$ cat src/rtl/avalon_mm_pkg.sv
// Shared types and constants for the Avalon-MM host bridge.
package avalon_mm_pkg;

    typedef enum logic [1:0] {
        IDLE,
        CMD,
        RDWAIT,
        RESP
    } amm_state_t;

    localparam int unsigned AMM_DATA_W = 32;
    localparam int unsigned AMM_BE_W   = 4;

    localparam logic [AMM_DATA_W-1:0] AMM_ERR_RDATA = '0;

endpackage

$ cat src/rtl/amm_watchdog.sv
// Up-counter that flags a transfer whose slave has made no progress for TIMEOUT cycles.
module amm_watchdog #(
    parameter int unsigned TIMEOUT = 255
) (
    input  logic clk,
    input  logic reset,
    input  logic clear,
    input  logic enable,
    output logic expired
);

    localparam int unsigned CNT_W = $clog2(TIMEOUT + 1);

    logic [CNT_W-1:0] r_count;

    always_ff @(posedge clk) begin
        if (reset || clear) begin
            r_count <= '0;
        end else if (enable && !expired) begin
            r_count <= r_count + CNT_W'(1);
        end
    end

    assign expired = (r_count == CNT_W'(TIMEOUT));

endmodule

$ cat src/rtl/avalon_mm_host_bridge.sv
// Single-outstanding Avalon-MM host: core load/store requests to Avalon read/write transfers,
// with a watchdog that answers with an error when the slave never responds.
module avalon_mm_host_bridge
    import avalon_mm_pkg::*;
#(
    parameter int unsigned ADDR_W  = 32,
    parameter int unsigned TIMEOUT = 255
) (
    input  logic                  clk,
    input  logic                  reset,
    input  logic                  req_valid,
    output logic                  req_ready,
    input  logic                  req_we,
    input  logic [ADDR_W-1:0]     req_addr,
    input  logic [AMM_DATA_W-1:0] req_wdata,
    input  logic [AMM_BE_W-1:0]   req_be,
    output logic                  rsp_valid,
    output logic [AMM_DATA_W-1:0] rsp_rdata,
    output logic                  rsp_err,
    output logic [ADDR_W-1:0]     avm_address,
    output logic                  avm_read,
    output logic                  avm_write,
    output logic [AMM_DATA_W-1:0] avm_writedata,
    output logic [AMM_BE_W-1:0]   avm_byteenable,
    input  logic                  avm_waitrequest,
    input  logic [AMM_DATA_W-1:0] avm_readdata,
    input  logic                  avm_readdatavalid
);

    amm_state_t            r_state;
    amm_state_t            w_state_d;
    logic [ADDR_W-1:0]     r_addr;
    logic [AMM_DATA_W-1:0] r_wdata;
    logic [AMM_BE_W-1:0]   r_be;
    logic                  r_we;
    logic [AMM_DATA_W-1:0] r_rdata;
    logic                  r_err;

    logic w_accept;
    logic w_take_data;
    logic w_timeout;
    logic w_wd_en;
    logic w_expired;

    amm_watchdog #(
        .TIMEOUT (TIMEOUT)
    ) u_watchdog (
        .clk     (clk),
        .reset   (reset),
        .clear   (w_accept),
        .enable  (w_wd_en),
        .expired (w_expired)
    );

    always_comb begin
        w_state_d   = r_state;
        req_ready   = 1'b0;
        avm_read    = 1'b0;
        avm_write   = 1'b0;
        rsp_valid   = 1'b0;
        w_accept    = 1'b0;
        w_take_data = 1'b0;
        w_timeout   = 1'b0;
        w_wd_en     = 1'b0;
        unique case (r_state)
            IDLE: begin
                req_ready = !reset;
                if (req_valid && !reset) begin
                    w_accept  = 1'b1;
                    w_state_d = CMD;
                end
            end
            CMD: begin
                w_wd_en = 1'b1;
                if (w_expired) begin
                    w_timeout = 1'b1;
                    w_state_d = RESP;
                end else begin
                    avm_read  = !r_we;
                    avm_write = r_we;
                    // readdatavalid only counts once the command has been accepted
                    if (!avm_waitrequest) begin
                        if (r_we) begin
                            w_state_d = RESP;
                        end else if (avm_readdatavalid) begin
                            w_take_data = 1'b1;
                            w_state_d   = RESP;
                        end else begin
                            w_state_d = RDWAIT;
                        end
                    end
                end
            end
            RDWAIT: begin
                w_wd_en = 1'b1;
                if (w_expired) begin
                    w_timeout = 1'b1;
                    w_state_d = RESP;
                end else if (avm_readdatavalid) begin
                    w_take_data = 1'b1;
                    w_state_d   = RESP;
                end
            end
            RESP: begin
                rsp_valid = 1'b1;
                w_state_d = IDLE;
            end
            default: w_state_d = IDLE;
        endcase
    end

    always_ff @(posedge clk) begin
        if (reset) begin
            r_state <= IDLE;
            r_addr  <= '0;
            r_wdata <= '0;
            r_be    <= '0;
            r_we    <= 1'b0;
            r_rdata <= '0;
            r_err   <= 1'b0;
        end else begin
            r_state <= w_state_d;
            if (w_accept) begin
                r_addr  <= req_addr & ~ADDR_W'(3);
                r_wdata <= req_wdata;
                r_be    <= req_be;
                r_we    <= req_we;
                r_rdata <= '0;
                r_err   <= 1'b0;
            end
            if (w_take_data) begin
                r_rdata <= avm_readdata;
            end
            if (w_timeout) begin
                r_err   <= 1'b1;
                r_rdata <= AMM_ERR_RDATA;
            end
        end
    end

    assign avm_address    = r_addr;
    assign avm_writedata  = r_wdata;
    assign avm_byteenable = r_be;
    assign rsp_rdata      = (r_state == RESP) ? r_rdata : '0;
    assign rsp_err        = (r_state == RESP) && r_err;

endmodule

$ cat config.mk
export PLATFORM = sky130hd
export DESIGN_NAME = avalon_mm_host_bridge
export DESIGN_NICKNAME = d
export VERILOG_FILES = /design/src/rtl/avalon_mm_pkg.sv /design/src/rtl/amm_watchdog.sv /design/src/rtl/avalon_mm_host_bridge.sv
export SDC_FILE = /design/constraint.sdc
export NUM_CORES = 1
export LEC_CHECK = 0
export BUFFER_PORTS_ARGS = -buffer_cell sky130_fd_sc_hd__buf_4
export CORE_MARGIN = 4
export CORE_UTILIZATION = 43
export DETAILED_ROUTE_END_ITERATION = 6
export GPL_TIMING_DRIVEN = 0
export PLACE_DENSITY = 0.81
export SLEW_MARGIN = 10
export SYNTH_ARGS = -nofsm -noshare
export SYNTH_HDL_FRONTEND = slang
export SYNTH_SLANG_ARGS = --single-unit
$ cat constraint.sdc
create_clock -name clk -period 1.9 [get_ports clk]
set_clock_uncertainty 0.1 [all_clocks]
set_input_delay 0 -clock clk [delete_from_list [all_inputs] [get_ports clk]]
set_output_delay 0 -clock clk [all_outputs]
set_load 0.05 [all_outputs]
==> metrics.md, run 1 <==
| Metric | Value |
|---|---|
| # DRC | 0 |
| Yosys reg bits | 110 |
| GRT Util Overall | 26.23% |
| Hold path endpoint | r_state[0] |
| CP Cell Sequence | ha_2 > clkbuf_1 > and2_1 > buf_4 |
| Commonest non-fill, non-tap cell in the layout | buf_4 |
| Post-synthesis cell type count | 35 |
| Register area share after synthesis | 46.83% |
| P_sw | 3.249 mW |
| Post-synth EDFFs | 0 |
| CP max stage delay | roughly 0.39 ns |
| Post-synth top flop | dfxtp_1 |
| Min Clock Period, post-route | around 1.8 ns |
| Post-synth ARST share | 0% |
| Clock power share | 17.3% |
| Die Ht | 112.6 um |
| Combinational power share | roughly 45% |
| Final setup fails | 0 |
| Worst path top cell family by delay | buffers and inverters |
| CTS Root Cell | clkbuf_8 |
| Clock tree buffer depth | 2 |
| Antenna violations before repair | 0 |
| Vias after detailed routing | 5316 |
| Worst R2R Start | r_state[0] |
| FMAX | between 500 and 600 MHz |
| Top area cells in the synthesized netlist | dfxtp_1 (47%), nand2_1 (11%), nand3b_1 (11%), nand4_1 (4.8%), and2_1 (4.5%) |
| Dpl cell area | around 6400 um2 |
| Overflow after GRT | 0 |
| Setup Crit Path Kind | flip-flop to primary output |
| Later-pin clock latency in the skew report | 0.37 ns |
| Post-DR wirelength/cell | 16.52 um |
| R2r setup slk | 0.12 ns |
| Worst slack at placement | -0.2296 ns |
| Vias in the first global route | 5668 |
| Syn Std Cell Area | 4702 um2 |
| Design internal power | 4.364 mW |
| Total Routed Length | 16.95 mm |
| Flop pwr share | around two fifths |
| Leak | between 3 and 4 nW |
| Core area | about 11000 um2 |
| Total power | 7.613 mW |
| Critical-path top delay cell | dfxtp_4 |
| # H-tree levels | 3 |
| Die footprint | 12670 um2 |
| Hold Path Origin | avm_waitrequest |
| R2R Path End | avm_address[20] |
| Wire length on met2 | around 8.2 mm |
| Site row count | 37 |
| ANT nets after route | 0 |
| Yosys warns | 0 |
| Max Used Layer | met4 |
| Fin crit share | a little over nine tenths |
| Fin area | 7760 um2 |
| DR pass1 iterations | 6 |
| Largest net degree at the start of global routing | 19 |
| Commonest cells after routing, fill and taps aside | buf_4 (217), nand2_1 (139), dfxtp_1 (105) |
| Initial core utilization | 44.74% |
| Reg2Reg Depth | 8 |
| Number of buffers added on ports | 206 |
| Total of max-cap violations | 0 |
| Via-per-instance ratio | 5.181 |
| Startpoint type of the worst setup path | flip-flop |
| Hold WC Path Type | input pin to flip-flop |
| Placer Congestion | 0.8230 |
| Clock sink total | between 100 and 150 |
| Critical path required time | approximately 1.8 ns |
| Detail Placement HPWL | ~11 mm |
| I/O pin count | 211 |
| Fill cells | slightly above 700 |
| Setup WS post-layout | 0.1049 ns |
| Final Hold Vio Count | 0 |
| Syn avg cell area | 8.381 um2 |
| Outcome | completed |
| CP endpoint kind | primary output |
| CTS tree | done |
| VDD IR max | about 730 uV |
| First-pass GRT wire length | 27.29 mm |
| Mapped Cells | 561 |
| WL met1 | 6.628 mm |
| Switching part of the total | 42.68% |
| Layout Utilization | around three quarters |
| DR iter-0 viols | roughly 370 |
| Synth top area share | 46.83% |
| DIE WIDTH | ~110 um |
| CP arrival | 1.70 ns |
| TritonCTS Buffers | 9 |
| Pwr dens | 981.1 nW/um2 |
| Hold Path Depth | 5 |
| WP buf/inv | 2 |
| Post-synth top area cell | dfxtp_1 |
| Slew Limit Fails | 0 |
| Met3 routed WL | roughly 1.3 mm |
| Nets | 995 |
| Area growth syn-to-layout | 65.03% |
| Share of post-route cells with drive strength above 1 | 31.76% |
| CTS clk-pin slew, worst paths | 0.10 ns |
| Worst Path Max Fanout | 10 |
-- cell families after synthesis --
family,count (synthesis),share of synthesized area (%)
AO/OA/AOI/OAI,47,6.280
other,1,0.07975
XOR/XNOR,7,1.304
multiplexers,2,0.4258
AND/OR/NAND/NOR,335,37.55
buffers and inverters,53,5.934
flip-flops,110,46.83
adder cells (fa/ha/maj),6,1.597
-- metal layers --
metal | vias up | global-route usage [%]
met2 | 263 | 45.66
met4 | 0 | 15.22
met5 | - | 0
met1 | 2455 | 28.33
met3 | 62 | 7.332
li1 | 2536 | -
-- stage by stage --
| stage | setup TNS, ns | hold WS, ns | std cells |
|---|---|---|---|
| after floorplan | -0.2217 | -0.03897 | 562 |
| after global placement | -9.053 | 0.08357 | 904 |
| after detailed placement | -15.05 | 0.08637 | 904 |
| after CTS | 0 | 0.06702 | 1023 |
| after global routing | -0.01152 | 0.1290 | 1024 |
| final | 0 | 0.09297 | 1026 |
-- sequential cells by signal, summed over array words and instances, names as in the netlist --
| register | count |
|---|---|
| avm_address | 30 |
| r_rdata | 32 |
| r_state | 2 |
| avm_writedata | 32 |
| u_watchdog.r_count | 8 |
| r_we | 1 |
| avm_byteenable | 4 |
| r_err | 1 |
-- cell type report --
class / count / area (um2) / area share [%]
timing repair buffer: 311 / 2603 / 33.54
clock buffer: 9 / 123.9 / 1.596
buffer: 50 / 321.6 / 4.144
inverter: 2 / 7.507 / 0.09674
clock inverter: 7 / 50.05 / 0.6450
tap: 136 / 170.2 / 2.193
antenna: 2 / 5.005 / 0.06450
multi-input combinational: 399 / 2266 / 29.20
sequential: 110 / 2213 / 28.52
-- worst min-delay path, cell delays in order --
cell      delay (ns)
buf_4           0.09
nand2_1         0.04
a22oi_1         0.20
a2111o_1        0.12
o211ai_1        0.07
-- synth_stat cells, types with 2 or more instances --
| cell | instances |
|---|---|
| xnor2_1 | 3 |
| buf_4 | 6 |
| o211ai_1 | 4 |
| nand4_1 | 36 |
| and2_1 | 34 |
| buf_6 | 6 |
| a21oi_1 | 3 |
| mux2i_1 | 2 |
| o21ai_1 | 30 |
| nand2b_1 | 6 |
| xor2_1 | 4 |
| nand3_1 | 33 |
| and3_1 | 4 |
| inv_1 | 2 |
| a22oi_1 | 2 |
| nand3b_1 | 67 |
| ha_1 | 6 |
| o21ai_0 | 2 |
| nand2_1 | 139 |
| nor2_1 | 12 |
| dfxtp_1 | 110 |
| clkbuf_1 | 27 |
| buf_1 | 2 |
| buf_2 | 10 |
-- timing repair --
action                                 4_1_cts  5_1_grt
hold buffers                               102        0
setup endpoints to repair                  125       90
endpoints found under the hold margin      101        0
gates resized for setup                     24       29
setup buffers                                2        1
pin swaps                                    2        2
-- how the worst max path moves through the flow --
stage,from,end,cells after the start
after floorplan,r_state[0],avm_address[10],9
after global placement,r_state[0],avm_address[10],9
after detailed placement,r_state[0],avm_address[14],9
after CTS,r_state[0],r_rdata[17],7
after global routing,r_state[0],avm_address[27],8
final,r_state[1],rsp_rdata[29],4
-- power by group through the flow --
stage	clock network [mW]	logic, mW	registers [mW]
2_1_floorplan	0	1.06	3.85
5_1_grt	1.42	3.61	2.94
3_5_place_dp	0	2.99	2.91
4_1_cts	1.32	3.24	2.87
3_3_place_gp	0	2.94	2.89
6_report	1.31	3.39	2.91
Note: power is estimated with default switching activity, not from simulation.
==> run 2, diff against run 1 <==
--- a/config.mk
+++ b/config.mk
@@ -7,10 +7,10 @@
 export LEC_CHECK = 0
 export BUFFER_PORTS_ARGS = -buffer_cell sky130_fd_sc_hd__buf_4
 export CORE_MARGIN = 4
-export CORE_UTILIZATION = 43
+export CORE_UTILIZATION = 37
 export DETAILED_ROUTE_END_ITERATION = 6
 export GPL_TIMING_DRIVEN = 0
-export PLACE_DENSITY = 0.81
+export PLACE_DENSITY = 0.72
 export SLEW_MARGIN = 10
 export SYNTH_ARGS = -nofsm -noshare
 export SYNTH_HDL_FRONTEND = slang
==> run 2 against run 1 <==
  * Non-clock buffer count down 1
  * Register-to-register slack got worse by 0.04 ns
  * Utilization decreased by 9.0 points
  * Setup slack got worse by 0.029 ns
  * Cell count up 2.9%
  * Maximum frequency shrank 1.6%
  * Hold slack worse by 0.075 ns
  * Routed wire length rose by 1.1%
  * Global-route usage shrank 3.2 points
  * Flip-flop and latch count unchanged
  * Critical path type is now flip-flop to flip-flop
  * Critical endpoint is now r_rdata[16]
  * Largest cell class unchanged
  * Largest power group unchanged
==> metrics.md, run 2 (synthesis gave the netlist of run 1 again) <==
| Metric | Value |
|---|---|
| Outcome | completed |
| Critical path required time | 2.05 ns (+0.25 ns) |
| Flop pwr share | 35.1% (-3.1 points) |
| Clock tree buffer depth | 2 (unchanged) |
| RSZ-0062 raised after global routing | yes |
| Layout Utilization | 64.86% (-9.0 points) |
| Nets | 994 (-0.10%) |
| TNS Setup | 0 ns (unchanged) |
| Max_slew headroom | 62.56% |
| Critical Path End | r_rdata[16] |
| Total Routed Length | 17.13 mm (+1.1%) |
| Number of buffers added on ports | 206 (unchanged) |
| Worst R2R Start | r_state[0] |
| Setup Crit Path Kind | flip-flop to flip-flop |
| CTS clk-pin slew, worst paths | 0.08 ns (-0.02 ns) |
| Initial core utilization | 38.50% (-6.2 points) |
| Vias after detailed routing | 5246 (-1.3%) |
| Overflow after GRT | 0 (unchanged) |
| Clock sink total | 110 (unchanged) |
| Hold Path Origin | req_valid |
| Commonest non-fill, non-tap cell in the layout | buf_4 |
| Clock power share | 24.2% (+6.9 points) |
| Multi-input logic area | 2261 um2 (-0.22%) |
| Placer Congestion | 0.8485 (+3.1%) |
| Post-DR wirelength/cell | 16.22 um (-1.8%) |
| Via-per-instance ratio | 4.968 (-4.1%) |
| Final Hold Vio Count | 0 (unchanged) |
| VDD IR max | 752.2 uV (+2.7%) |
| Site row count | 40 (+8.1%) |
| Startpoint type of the worst setup path | flip-flop |
| CP endpoint kind | flip-flop |
| ANT nets after route | 0 (unchanged) |
| Switching part of the total | 39.93% (-2.7 points) |
| I/O pin count | 211 (unchanged) |
| First-pass GRT wire length | 27.15 mm (-0.51%) |
| Slew @ Worst Pin | between 0.5 and 0.6 ns |
| Largest net degree at the start of global routing | 19 (unchanged) |
| CTS tree | done |
| R2R Path End | r_rdata[16] |
| Fill cells | 965 (+35%) |
| Area growth syn-to-layout | 68.44% |
| Antenna violations before repair | 1 (+1) |
| Slew Limit Fails | 0 (unchanged) |
| DIE WIDTH | 120.7 um (+7.2%) |
| DR pass1 iterations | 5 (-1) |
| GRT Util Overall | 23.07% (-3.2 points) |
| # H-tree levels | 3 (unchanged) |
| Reg area | 2207 um2 (-0.28%) |
| FMAX | 548.1 MHz (-1.6%) |
| Hold WC Path Type | input pin to flip-flop |
| Design internal power | 4.966 mW (+14%) |
| Total of max-cap violations | 0 (unchanged) |
| Reg2Reg Depth | 7 (-1) |
| Die footprint | 14580 um2 (+15%) |
| P_sw | 3.302 mW (+1.6%) |
| Worst hold slack | 0.01760 ns (-0.07537 ns) |
| # DRC | 0 (unchanged) |
| Total power | 8.268 mW (+8.6%) |
| Core area | 12210 um2 (+16%) |
| Crit path from | r_state[0] |
| Final setup fails | 0 (unchanged) |
| CTS Root Cell | clkbuf_16 |
| Share of post-route cells with drive strength above 1 | 31.57% (-0.19 points) |
| CP arrival | 1.97 ns (+0.27 ns) |
| Later-pin clock latency in the skew report | 0.35 ns (-0.02 ns) |
| Leak | 3.707 nW (+1.4%) |
| Combinational power share | 40.7% (-3.9 points) |
| Die Ht | 120.7 um (+7.2%) |
| DR iter-0 viols | 276 (-25%) |
| Worst Path Max Fanout | 10 (unchanged) |
| Commonest cells after routing, fill and taps aside | buf_4 (218), nand2_1 (139), dfxtp_1 (108) |
| Detail Placement HPWL | 11.18 mm (+3.5%) |
| Pwr dens | 1044 nW/um2 (+6.4%) |
| Min Clock Period, post-route | 1.824 ns (+0.02931 ns) |
| Vias in the first global route | 5432 (-4.2%) |
| Fin crit share | 96.02% (+1.5 points) |
| R2r setup slk | 0.08 ns (-0.04 ns) |
| TritonCTS Buffers | 9 (unchanged) |
| Hold Path Depth | 4 (-1) |
==> run 2: critical path, cell delays in order (launching register included) <==
cell	delay [ns]
dfxtp_2	0.37
inv_2	0.07
ha_2	0.33
buf_6	0.14
a21boi_4	0.26
and2_4	0.22
buf_6	0.14
o21ai_1	0.08
==> run 2: layer usage <==
| layer | vias to the layer above | track usage (%) | wire length, um |
|---|---|---|---|
| met4 | 0 | 7.861 | 440 |
| met2 | 244 | 41.18 | 8425 |
| met1 | 2425 | 24.96 | 6660 |
| met5 | - | 0 | 0 |
| met3 | 37 | 8.746 | 1604 |
| li1 | 2540 | - | - |
==> run 2: power by group through the flow <==
| stage | Clock, mW | Sequential, mW | Combinational (mW) |
|---|---|---|---|
| final | 2.00 | 2.90 | 3.37 |
| after global routing | 2.13 | 2.93 | 3.59 |
| after CTS | 2.03 | 2.88 | 3.27 |
| after detailed placement | 0 | 2.91 | 3.01 |
| after global placement | 0 | 2.90 | 2.96 |
| after floorplan | 0 | 3.85 | 1.06 |
==> run 2: metrics by stage <==
step	cells	setup slack [ns]	instance area [um2]
floorplan	562	-0.007390	4715
global placement	936	-0.1429	6471
detailed placement	936	-0.2232	6471
CTS	1055	0.01264	7856
global route	1056	-0.02646	7920
finish	1056	0.07557	7920
==> run 2: timing repair <==
item                                    CTS  global route
gates resized for setup                  20            35
hold buffers                            100             0
endpoints found under the setup margin  129           112
endpoints found under the hold margin   100             0
pin swaps                                 1             3
setup buffers                             4             0
==> run 2: cell type report <==
class / count / share of cell area [%]
timing repair buffer: 310 / 32.70
multi-input combinational: 399 / 28.55
sequential: 110 / 27.87
buffer: 50 / 4.107
clock buffer: 11 / 3.191
tap: 168 / 2.654
clock inverter: 5 / 0.8057
inverter: 2 / 0.09479
antenna: 1 / 0.03160
==> run 2: worst min-delay path by stage <==
| stage | endpoint | slack, ns |
|---|---|---|
| after floorplan | req_ready | -0.04 |
| after global placement | avm_address[5] | 0.08 |
| after detailed placement | avm_writedata[3] | 0.09 |
| after CTS | r_state[1] | 0.004 |
| after global routing | r_state[1] | 0.06 |
| final | r_state[1] | 0.02 |
